==> src/rtl/clos_router_node.sv <==
// One Clos TCDM switching stage: per-output round-robin crossbar plus a delayed response return path.
// Request path is combinational (zero latency, gnt_o follows gnt_i); responses return MemLatency cycles after grant.
module clos_router_node #(
  parameter int NumIn         = 4,
  parameter int NumOut        = 4,
  parameter int ReqDataWidth  = 32,
  parameter int RespDataWidth = 32,
  parameter bit WriteRespOn   = 1'b1,
  parameter int MemLatency    = 1,
  parameter int NodeType      = 0,
  localparam int AW           = (NumOut > 1) ? $clog2(NumOut) : 1
) (
  input  logic                                   clk_i,
  input  logic                                   rst_ni,
  input  logic [NumIn-1:0]                       req_i,
  input  logic [NumIn-1:0][AW-1:0]               add_i,
  input  logic [NumIn-1:0]                       wen_i,
  input  logic [NumIn-1:0][ReqDataWidth-1:0]     wdata_i,
  output logic [NumIn-1:0]                       gnt_o,
  output logic [NumIn-1:0]                       vld_o,
  output logic [NumIn-1:0][RespDataWidth-1:0]    rdata_o,
  input  logic [NumOut-1:0]                      gnt_i,
  output logic [NumOut-1:0]                      req_o,
  output logic [NumOut-1:0][ReqDataWidth-1:0]    wdata_o,
  input  logic [NumOut-1:0][RespDataWidth-1:0]   rdata_i
);

  localparam int IW = (NumIn > 1) ? $clog2(NumIn) : 1;

  logic [AW-1:0]                  ptr_q;
  logic [NumIn-1:0][AW-1:0]       dest;
  logic [NumOut-1:0][IW-1:0]      rr_q;
  logic [NumOut-1:0][IW-1:0]      win;
  logic [NumOut-1:0]              any;
  logic [IW-1:0]                  idx;

  logic [MemLatency-1:0][NumIn-1:0]         sr_vld;
  logic [MemLatency-1:0][NumIn-1:0]         sr_wen;
  logic [MemLatency-1:0][NumIn-1:0][AW-1:0] sr_port;

  // Ingress mode spreads inputs over disjoint outputs with a rotating offset, so it ignores add_i.
  always_comb begin
    dest = '0;
    for (int i = 0; i < NumIn; i++) begin
      if (NumOut == 1)
        dest[i] = '0;
      else if (NodeType == 1)
        dest[i] = add_i[i];
      else
        dest[i] = AW'(i * (NumOut / NumIn)) + ptr_q;
    end
  end

  always_comb begin
    any = '0;
    win = '0;
    idx = '0;
    for (int j = 0; j < NumOut; j++) begin
      for (int k = 0; k < NumIn; k++) begin
        idx = rr_q[j] + IW'(k);
        if (!any[j] && req_i[idx] && dest[idx] == AW'(j)) begin
          any[j] = 1'b1;
          win[j] = idx;
        end
      end
    end
  end

  always_comb begin
    req_o   = any;
    wdata_o = '0;
    gnt_o   = '0;
    for (int j = 0; j < NumOut; j++)
      if (any[j]) wdata_o[j] = wdata_i[win[j]];
    for (int i = 0; i < NumIn; i++)
      gnt_o[i] = req_i[i] && any[dest[i]] && (win[dest[i]] == IW'(i)) && gnt_i[dest[i]];
  end

  // Priority only moves past the winner once the target has actually accepted it.
  always_ff @(posedge clk_i or negedge rst_ni) begin
    if (!rst_ni) begin
      ptr_q <= '0;
      rr_q  <= '0;
    end else begin
      ptr_q <= (NumOut > 1) ? ptr_q + AW'(1) : '0;
      for (int j = 0; j < NumOut; j++)
        if (any[j] && gnt_i[j])
          rr_q[j] <= (NumIn > 1) ? win[j] + IW'(1) : '0;
    end
  end

  always_ff @(posedge clk_i or negedge rst_ni) begin
    if (!rst_ni) begin
      sr_vld  <= '0;
      sr_wen  <= '0;
      sr_port <= '0;
    end else begin
      sr_vld[0]  <= gnt_o;
      sr_wen[0]  <= wen_i;
      sr_port[0] <= dest;
      for (int s = 1; s < MemLatency; s++) begin
        sr_vld[s]  <= sr_vld[s-1];
        sr_wen[s]  <= sr_wen[s-1];
        sr_port[s] <= sr_port[s-1];
      end
    end
  end

  always_comb begin
    rdata_o = '0;
    vld_o   = '0;
    for (int i = 0; i < NumIn; i++) begin
      rdata_o[i] = rdata_i[sr_port[MemLatency-1][i]];
      vld_o[i]   = sr_vld[MemLatency-1][i] && (WriteRespOn || !sr_wen[MemLatency-1][i]);
    end
  end

endmodule

==> config.mk <==
export PLATFORM = sky130hd
export DESIGN_NAME = clos_router_node
export DESIGN_NICKNAME = d
export VERILOG_FILES = /design/src/rtl/clos_router_node.sv
export SDC_FILE = /design/constraint.sdc
export NUM_CORES = 1
export LEC_CHECK = 0
export BUFFER_PORTS_ARGS = -buffer_cell sky130_fd_sc_hd__buf_2
export CAP_MARGIN = 10
export CORE_AREA = 4 4 210 212
export DETAILED_ROUTE_END_ITERATION = 10
export DIE_AREA = 0 0 214 216
export HOLD_SLACK_MARGIN = 0.06
export PLACE_DENSITY = 0.51
export SETUP_SLACK_MARGIN = 0.05
export SLEW_MARGIN = 10
export SYNTH_ARGS = -nofsm -noshare
export SYNTH_HDL_FRONTEND = slang
export SYNTH_SLANG_ARGS = --single-unit
==> constraint.sdc <==
create_clock -name clk_i -period 6.1 [get_ports clk_i]
set_input_delay 0.915 -clock clk_i [delete_from_list [all_inputs] [get_ports clk_i]]
set_output_delay 0.915 -clock clk_i [all_outputs]
set_load 0.02 [all_outputs]
==> metrics.md, run 1 <==
| Metric | Value |
|---|---|
| Number of synthesized flops with an enable pin | 0 |
| Synth cell types | between 60 and 70 |
| Vias per cell | ~5.6 |
| Row cnt | 75 |
| Arr. time, crit path | between 4000 and 5000 ps |
| Slowest cell delay on critical path | around 1100 ps |
| Worst-path fanout max | 79 |
| First-pass GRT wire length | between 70 and 80 mm |
| CP Launch Point | sr_port[3] |
| Initial antenna violation count | 16 |
| Leak | ~0.0055 uW |
| Worst Hold Class | flip-flop to flip-flop |
| Most frequent cell after synthesis | mux2i_1 |
| Area Overhead vs Synth | 32.3% |
| GRT Resource Usage Total | 0.207 |
| Reg2reg setup slack | a little over 3000 ps |
| Max-cap violations | 0 |
| Fillers | approximately 4500 |
| FF-to-FF Start | sr_port[3] |
| Register area share after synthesis | 0.0468 |
| Later-pin clock latency in the skew report | about 260 ps |
| Routed WL | a little over 50 mm |
| Total gr overflow | 0 |
| Resized Gates After CTS | 0 |
| # hold bufs at CTS | 0 |
| Syn_nets | 1320 |
| Most instantiated cells after synthesis | 201 x mux2i_1, 133 x mux4_2, 120 x nand2_1 |
| Detail Placement HPWL | around 40 mm |
| Int Pwr | 1630 uW |
| WL/cell | 25.4 um |
| Initial Util | 0.230 |
| Worst Path Required | a little over 5000 ps |
| IO Pins | 546 |
| CTS clk-pin slew, worst paths | around 70 ps |
| Critical-path top delay cell | dfrtp_4 |
| Pwr Density | about 330 nW/um^2 |
| RSZ-0062 raised after global routing | false |
| Switching portion of total power | 0.613 |
| Critical Path Sink | wdata_o[52] |
| Synth Flop Type | dfrtp_1 |
| Routability cong. | between 0.9 and 1 |
| Htree depth | 1 |
| Critical Path Sink Type | output pin |
| Crit Path Class | flip-flop to output pin |
| Via count | around 11000 |
| Core ar. | between 40000 and 50000 um^2 |
| Share of layout cells above drive strength 1 | 0.531 |
| DRC Markers | 0 |
| Power share of the sequential group | 0.053 |
| Die H | 216 um |
| Top cell type's share of synthesized area | 0.311 |
| Gate power share | 0.910 |
| Vias in the first global route | 11400 |
| Die Wd | approximately 210 um |
| Switching Power | ~2600 uW |
| Power share of the clock group | 0.037 |
| Status | finished clean |
| Clk buf depth | 2 |
| Type of origin of the critical path | flip-flop |
| Final hold violations | 0 |
| Routed Antenna Nets | 0 |
| Multi-input gate area | roughly 8600 um^2 |
| Worst slew pin tran | slightly above 1000 ps |
| Pwr Total | approximately 4200 uW |
| Fin Hold WS | 571 ps |
| Pre-CTS setup slack | 1180 ps |
| Peak Freq | 201 MHz |
| Pre-Repair DR Iteration Count | 6 |
| Syn. warnings | 0 |
| 1st-iter DRT viols | 991 |
| Die ar. | approximately 46000 um^2 |
| Final Skew | between 10 and 15 ps |
| Clk sinks | 18 |
| Worst vdd ir | ~0.34 mV |
| Worst flop-to-flop path endpoint | rr_q[7] |
| CTS tree | built |
| Fin. max-slew vios | 0 |
| Minimum clock period | just under 5000 ps |
| IO Port Bufs | 533 |
| Largest net degree at the start of global routing | 80 |
| Cell count after synthesis | 1042 |
| Number of synthesized register bits | 18 |
| Hold path cells | 2 |
| Utilization after layout | 0.304 |
| Root Driver | clkbuf_16 |
| Synth top area cells | mux4_2 31%, mux2i_1 21%, dfrtp_1 4.7% |
| Worst path cell trace | mux2i_1 -> nor3_1 -> o21a_1 -> o32ai_4 -> buf_4 -> nand2_1 -> buf_4 -> o22ai_1 -> buf_2 |
| Worst setup margin | between 1000 and 1500 ps |
| Fraction of registers with async set or reset after synthesis | 1.00 |
| Netlist area before placement | just under 10000 um^2 |
| Final critical-path share of the clock period | 0.815 |
| Most frequent CP cell | buf_4 |
| Reg2reg path depth | 7 |
| Avg Synthesized Cell Area | around 9 um^2 |
| Nets | 1756 |
| Number of buffers created by CTS | 3 |
| Post-CTS setup buffers | 0 |
| Seq. cell area | about 470 um^2 |
| Sum Neg Setup Slack | 0 ps |
| Slew margin rel. | 0.326 |
| Final setup fails | 0 |
| Largest area contributor in the netlist | mux4_2 |
worst min-delay path by stage:
stage / startpoint / end
finish: rr_q[0] / rr_q[0]
global route: rst_ni / rr_q[4]
CTS: rr_q[0] / rr_q[0]
detailed placement: rr_q[0] / rr_q[0]
global placement: rr_q[0] / rr_q[0]
floorplan: sr_port[3] / sr_port[1]
registers in the layout, indices dropped and copies added, names as in the netlist:
register and flops:
vld_o 4, sr_port 6, rr_q 8
metrics by stage:
step | instance area (um^2) | cells
floorplan | 9630 | 1042
global placement | 12600 | 2012
detailed placement | 12600 | 2012
CTS | 12700 | 2016
global route | 12700 | 2021
finish | 12700 | 2024
cell families after synthesis:
kind of cell	after synthesis	share of synthesized area
and+or+nand+nor	199	0.0959
muxes	368	0.560
DFF	18	0.0468
buffers and inverters	130	0.0646
AOI/OAI and AO/OA	323	0.229
xor gates and xnor gates	4	0.00364
power by group through the flow:
stage	clock network, uW	registers (uW)	logic [uW]
floorplan	0	157	2700
global placement	0	225	3810
detailed placement	0	225	3840
CTS	157	222	3850
global route	163	237	4060
finish	155	224	3830
placed cells by master, fill, tap and decap left out, types with 9 or more instances in the layout:
master    Yosys  routed
o21ai_0      58      58
a22oi_1      31      31
nand3_1      10       9
mux2i_1     201     201
o21ai_1      14      13
a21o_1       32      32
nand2b_1     13      13
dfrtp_1      18      11
a21oi_1      80      80
o22ai_2      30      30
buf_2        39     533
o22ai_1      37      37
mux2_2       34      34
mux4_2      133     133
nand2_1     120     118
buf_4         2      19
worst max-delay path: cells and delay by family, from the launching register on:
family	cells	cell delay [ps]
simple gates	2	470
mux	1	410
flops	1	1070
compound gates	3	750
buf+inv	3	1040
layout make-up:
type,count,area share
Antenna cell,8,0.00157
Sequential cell,18,0.0366
Tap cell,539,0.0530
Timing Repair Buffer,553,0.222
Multi-Input combinational cell,894,0.677
Inverter,8,0.00236
Clock buffer,4,0.00698
routing by layer:
layer | vias to the layer above | global-route usage | part of all wire
li1 | 5053 | - | -
met1 | 5643 | 0.240 | 0.37
met5 | - | 0 | 0.0013
met3 | 80 | 0.0525 | 0.087
met4 | 10 | 0.0901 | 0.050
met2 | 624 | 0.363 | 0.49
(Power assumes the default switching activity.)
==> run 2: changes to the inputs <==
--- a/config.mk
+++ b/config.mk
@@ -5,13 +5,14 @@
 export SDC_FILE = /design/constraint.sdc
 export NUM_CORES = 1
 export LEC_CHECK = 0
+export ABC_AREA = 1
 export BUFFER_PORTS_ARGS = -buffer_cell sky130_fd_sc_hd__buf_2
 export CAP_MARGIN = 10
-export CORE_AREA = 4 4 210 212
+export CORE_AREA = 4 4 211 213
 export DETAILED_ROUTE_END_ITERATION = 10
-export DIE_AREA = 0 0 214 216
+export DIE_AREA = 0 0 215 217
 export HOLD_SLACK_MARGIN = 0.06
-export PLACE_DENSITY = 0.51
+export PLACE_DENSITY = 0.54
 export SETUP_SLACK_MARGIN = 0.05
 export SLEW_MARGIN = 10
 export SYNTH_ARGS = -nofsm -noshare
==> constraint.sdc (replaced) <==
create_clock -name clk_i -period 4.6 [get_ports clk_i]
set_input_delay 0.69 -clock clk_i [delete_from_list [all_inputs] [get_ports clk_i]]
set_output_delay 0.69 -clock clk_i [all_outputs]
set_load 0.02 [all_outputs]
==> run 2 against run 1 <==
  * Utilization rose by 2.1 points
  * Clock skew fell by 11 ps
  * Cell area rose by 8.8%
  * Cell count rose by 69%
  * Highest routed layer unchanged
  * Global-route usage increased by 2.9 points
  * Sequential share of layout area shrank 0.32 points
  * First-iteration DRC count rose by 71%
  * Synthesized area is 14% higher
  * Critical path depth rose by 5
==> metrics.md, run 2 <==
| Metric | Value |
|---|---|
| Number of cells on the critical path | 14 |
| Largest net degree at the start of global routing | roughly 100 |
| GR Util met2 | 0.410 |
| Grt peak-use layer | met2 |
| First-pass GRT wire length | 89.2 mm |
| Routed Antenna Nets | 0 |
| Share of layout cells above drive strength 1 | 0.227 |
| Type of origin of the critical path | flip-flop |
| Resized Gates After CTS | 0 |
| GRT Resource Usage Total | 0.236 |
| Fraction of registers with async set or reset after synthesis | 1.00 |
| Finished Cell Area | approximately 14000 um^2 |
| WL/cell | ~17 um |
| Cell count after synthesis | ~2500 |
| CTS clk-pin slew, worst paths | 50 ps |
| Number of synthesized register bits | 18 |
| DRC Markers | 0 |
| Critical Path Sink Type | output pin |
| Status | finished clean |
| Number of synthesized flops with an enable pin | 0 |
| Worst Hold Class | input port to async pin |
| Slowest cell delay on critical path | 650 ps |
| Worst Path Required | between 3000 and 4000 ps |
| CP top delay family | simple AND/OR/NAND/NOR gates |
| Nets | around 3100 |
| Critical Path Sink | wdata_o[53] |
| Peak Freq | about 250 MHz |
| Worst slew pin tran | about 1100 ps |
| Later-pin clock latency in the skew report | about 250 ps |
| 1st-iter DRT viols | around 1700 |
| Largest register FFs | 8 |
| Core ar. | roughly 43000 um^2 |
| Most instantiated cells after synthesis | 1157 x nand2_1, 335 x nand3_1, 274 x o21ai_0 |
| CTS tree | built |
| Routability cong. | between 0.9 and 1 |
| Final setup fails | 0 |
| Final hold violations | 0 |
| Netlist area before placement | roughly 11000 um^2 |
| Critical-path top delay cell | buf_4 |
| Die ar. | about 47000 um^2 |
| Synth Flop Type | dfrtp_1 |
| Placed Area | roughly 14000 um^2 |
| Htree depth | 1 |
| Syn. warnings | 0 |
| Arr. time, crit path | between 3000 and 4000 ps |
| Most frequent CP cell | nand2_1 |
| Number of buffers created by CTS | 3 |
| Total gr overflow | 0 |
| RSZ-0062 raised after global routing | false |
| Vias in the first global route | ~15000 |
| Commonest non-fill, non-tap cell in the layout | nand2_1 |
| Max-cap violations | 0 |
| Most frequent cells in the layout | 1155 x nand2_1, 533 x buf_2, 330 x nand3_1, 274 x o21ai_0, 227 x inv_1 |
| Worst path cell trace | inv_1 -> nand2_1 -> nand2_1 -> nand2_1 -> nand2_1 -> nand2_1 -> nand3_1 -> nand3_2 -> buf_4 -> nand3_1 -> nand3_1 -> nand2_1 -> nor2_1 -> buf_2 |
| Critical path buffer and inverter count | 3 |
| Syn_nets | approximately 2700 |
| Avg Synthesized Cell Area | roughly 4.4 um^2 |
| Pre-Repair DR Iteration Count | 5 |
| Worst flop-to-flop path endpoint | rr_q[3] |
| Initial Util | 0.256 |
| Fillers | 5160 |
| FF-to-FF Start | rr_q[2] |
| Sum Neg Setup Slack | 0 ps |
| Register area share after synthesis | 0.0412 |
| Vias per cell | about 5.0 |
| Routed WL | 59.8 mm |
| Biggest register | rr_q |
| Fin. max-slew vios | 0 |
| Detail Placement HPWL | between 40 and 50 mm |
| Top cell type's share of synthesized area | 0.397 |
| # hold bufs at CTS | 0 |
| Minimum clock period | 4070 ps |
| Area Overhead vs Synth | 26.7% |
| Reg2reg path depth | 12 |
| Root Driver | clkbuf_16 |
| Crit Path Class | flip-flop to output pin |
| Initial antenna violation count | 15 |
| Die H | ~220 um |
| Final Skew | between 1.5 and 2 ps |
| Synth cell types | 30 |
| Slew margin rel. | 0.291 |
| Post-CTS setup buffers | 0 |
| Worst-path fanout max | 64 |
| IO Pins | approximately 550 |
| Fin Hold WS | around 380 ps |
| IO Port Bufs | between 500 and 600 |
| CP Launch Point | rr_q[2] |
| Met3 usage | 0.0526 |
| Row cnt | 76 |
| Clk sinks | 18 |
| Clk buf depth | 2 |
| Synth top area cells | nand2_1 40%, nand3_1 15%, o21ai_0 13% |
| Via count | 17000 |
| Met1 Usage GRT | 0.291 |
| Most frequent cell after synthesis | nand2_1 |
| Final critical-path share of the clock period | 0.884 |
| Die Wd | 215 um |
| Largest area contributor in the netlist | nand2_1 |
| Reg2reg setup slack | between 1500 and 2000 ps |
==> run 2: logic make-up (layout without fill, tap and decap cells) <==
logic type	count (synthesis)	count (layout)	share of synthesized area
AND/OR/NAND/NOR	1742	1742	0.654
buffers and inverters	421	811	0.170
AO/OA/AOI/OAI	284	284	0.131
flip-flops	18	18	0.0412
XOR/XNOR	4	4	0.00320
other	0	11	0
==> run 2: area by class of cell <==
type	instances	area [um^2]	share of cell area
diodes	11	27.5	0.00199
clock buffers	3	75.1	0.00542
inverters	235	882	0.0637
multi-input cells	2030	8680	0.627
flip-flops and latches	18	463	0.0334
well taps	546	683	0.0493
repair buffers	573	3040	0.220
==> run 2: worst min path at each step <==
stage	cells after the start	slack [ps]	end	startpoint
after global placement	0	610	sr_port[1]	sr_port[3]
after global routing	1	420	rr_q[1]	rst_ni
after detailed placement	0	610	sr_port[1]	sr_port[3]
after floorplan	0	350	sr_port[4]	sr_port[6]
final	1	380	rr_q[1]	rst_ni
after CTS	1	400	rr_q[1]	rst_ni
==> run 2: per-layer routing <==
layer  wire [um]  vias to the layer above
met4        2130                        8
met5          68                        -
met1       23500                     7484
met2       27900                      937
li1            -                     8449
met3        6160                      138
==> run 2: per-stage QoR <==
| step | util | worst slack, ps | instances |
|---|---|---|---|
| after floorplan | - | 1740 | 2469 |
| after global placement | 0.322 | 893 | 3402 |
| after detailed placement | 0.322 | 914 | 3402 |
| after CTS | 0.324 | 650 | 3405 |
| after global routing | 0.324 | 318 | 3410 |
| final | 0.325 | 534 | 3416 |
Power of run 2 is not shown: default switching activity piles up to over one toggle a cycle in this logic, so the estimate is an artifact.
==> run 3: changes to the inputs <==
--- a/config.mk
+++ b/config.mk
@@ -7,12 +7,13 @@
 export LEC_CHECK = 0
 export ABC_AREA = 1
 export BUFFER_PORTS_ARGS = -buffer_cell sky130_fd_sc_hd__buf_2
-export CAP_MARGIN = 10
 export CORE_AREA = 4 4 211 213
 export DETAILED_ROUTE_END_ITERATION = 10
 export DIE_AREA = 0 0 215 217
+export GPL_TIMING_DRIVEN = 0
 export HOLD_SLACK_MARGIN = 0.06
 export PLACE_DENSITY = 0.54
+export RECOVER_POWER = 100
 export SETUP_SLACK_MARGIN = 0.05
 export SLEW_MARGIN = 10
 export SYNTH_ARGS = -nofsm -noshare
==> run 3 against run 2 <==
  * Routed wire length is 22% higher
  * Via count is 8.0% higher
  * Sequential share of layout area shrank 0.14 points
  * Worst hold slack worse by 12 ps
  * Sequential cell count is the same
  * Largest cell class unchanged
  * Critical endpoint is now wdata_o[41]
  * Global-route usage rose by 5.4 points
  * Critical path type unchanged
  * Die area did not move
  * Cell count grew 4.3%
  * Utilization is 0.51 points higher
==> metrics.md, run 3 (same netlist as run 2, synthesis figures left out) <==
| Metric | Value |
|---|---|
| WL/cell | approximately 21 um |
| Reg2reg setup slack | ~1800 ps |
| Max-cap violations | 0 |
| Worst path cell trace | clkbuf_1 -> inv_2 -> buf_6 -> nand2_1 -> nand2_1 -> nand2_1 -> nor2_2 -> nand2_1 -> nand3_1 -> nor2_2 -> clkbuf_1 -> nor2_1 -> clkbuf_1 |
| Arr. time, crit path | around 3400 ps |
| Vias per cell | 5.16 |
| CTS tree | built |
| Via count | between 15000 and 20000 |
| Worst flop-to-flop path endpoint | rr_q[1] |
| Minimum clock period | 4050 ps |
| First-pass GRT wire length | 106 mm |
| Initial Util | 0.256 |
| Detail Placement HPWL | between 50 and 60 mm |
| CTS clk-pin slew, worst paths | approximately 60 ps |
| Pre-Repair DR Iteration Count | 7 |
| Worst slew pin tran | between 1000 and 1500 ps |
| Largest register FFs | 8 |
| Final setup fails | 0 |
| Htree depth | 1 |
| IO Port Bufs | 532 |
| Resized Gates After CTS | 0 |
| Final hold violations | 0 |
| Core ar. | roughly 43000 um^2 |
| Slowest cell delay on critical path | a little under 600 ps |
| Hold path cells | 0 |
| Worst Path Required | approximately 3900 ps |
| RSZ-0062 raised after global routing | false |
| 1st-iter DRT viols | approximately 2100 |
| Initial antenna violation count | 16 |
| Largest net degree at the start of global routing | 19 |
| CP top delay family | buffers and inverters |
| Die ar. | about 47000 um^2 |
| Number of buffers created by CTS | 3 |
| Area Overhead vs Synth | 28.7% |
| Most frequent CP cell | nand2_1 |
| Endpoint, Worst Hold | sr_port[4] |
| Status | finished clean |
| Die H | approximately 220 um |
| Final critical-path share of the clock period | 0.880 |
| Reg2reg path depth | 16 |
| FF-to-FF Start | sr_port[6] |
| Row cnt | 76 |
| # hold bufs at CTS | 0 |
| Most frequent cells in the layout | 1160 x nand2_1, 369 x buf_2, 335 x nand3_1, 313 x clkbuf_1, 274 x o21ai_0 |
| IO Pins | around 550 |
| Critical-path top delay cell | clkbuf_1 |
| Worst-path fanout max | 10 |
| Die Wd | between 200 and 250 um |
| Post-CTS setup buffers | 0 |
| Share of layout cells above drive strength 1 | 0.153 |
| Total gr overflow | 0 |
| Sum Neg Setup Slack | 0 ps |
| Vias in the first global route | between 15000 and 20000 |
| Peak Freq | roughly 250 MHz |
| Routability cong. | 1.01 |
| Crit Path Class | flip-flop to output pin |
| Routed WL | between 70 and 80 mm |
| Critical path buffer and inverter count | 5 |
| Later-pin clock latency in the skew report | ~250 ps |
| DRC Markers | 0 |
| Critical Path Sink Type | output pin |
| Slew margin rel. | 0.240 |
| Worst Hold Class | flip-flop to flip-flop |
| Commonest non-fill, non-tap cell in the layout | nand2_1 |
| Hold path start | sr_port[6] |
| Final Skew | 2.81 ps |
| Clk buf depth | 2 |
| Clk sinks | 18 |
| GRT Resource Usage Total | 0.290 |
| Root Driver | clkbuf_16 |
| Routed Antenna Nets | 0 |
| Nets | between 3000 and 4000 |
| Fin Hold WS | about 370 ps |
| Type of origin of the critical path | flip-flop |
| Biggest register | rr_q |
| Fin. max-slew vios | 0 |
run 3: cell count changes in the layout (fill, tap and decap cells not counted), moves of 16 or more:
cell,delta
buf_2,-164
buf_4,-21
buf_6,+16
clkbuf_1,+313
run 3: layout make-up:
type                            instances  area, um^2
Antenna cell                           11        27.5
Clock buffer                            4        88.8
Sequential cell                        18         450
Buffer                                186         971
Inverter                              235         882
Tap cell                              546         683
Timing Repair Buffer                  532        2360
Fill cell                            5288       28600
Multi-Input combinational cell       2030        8620
run 3: per-layer routing:
layer / up-vias / share of wire / track usage
li1: 8752 / - / -
met1: 8173 / 0.37 / 0.343
met2: 1190 / 0.46 / 0.498
met3: 248 / 0.10 / 0.0571
met4: 8 / 0.061 / 0.154
met5: - / 0.00073 / 0
run 3: how the worst max path moves through the flow:
stage	endpoint	startpoint	depth (start not counted)
6_report	wdata_o[41]	sr_port[6]	13
5_1_grt	wdata_o[41]	sr_port[6]	13
4_1_cts	wdata_o[14]	sr_port[3]	12
3_5_place_dp	wdata_o[21]	req_i[1]	11
3_3_place_gp	wdata_o[14]	req_i[3]	11
2_1_floorplan	wdata_o[100]	req_i[2]	15
run 3: per-stage QoR:
| step | utilization | cells | setup slack, ps | area [um^2] |
|---|---|---|---|---|
| 6_report | 0.330 | 3562 | 551 | 14100 |
| 5_1_grt | 0.330 | 3559 | 339 | 14100 |
| 4_1_cts | 0.337 | 3551 | 869 | 14400 |
| 3_5_place_dp | 0.335 | 3547 | 928 | 14300 |
| 3_3_place_gp | 0.335 | 3547 | 873 | 14300 |
| 2_1_floorplan | - | 2469 | 1740 | 10900 |
Power of run 3 is left out for the same reason.
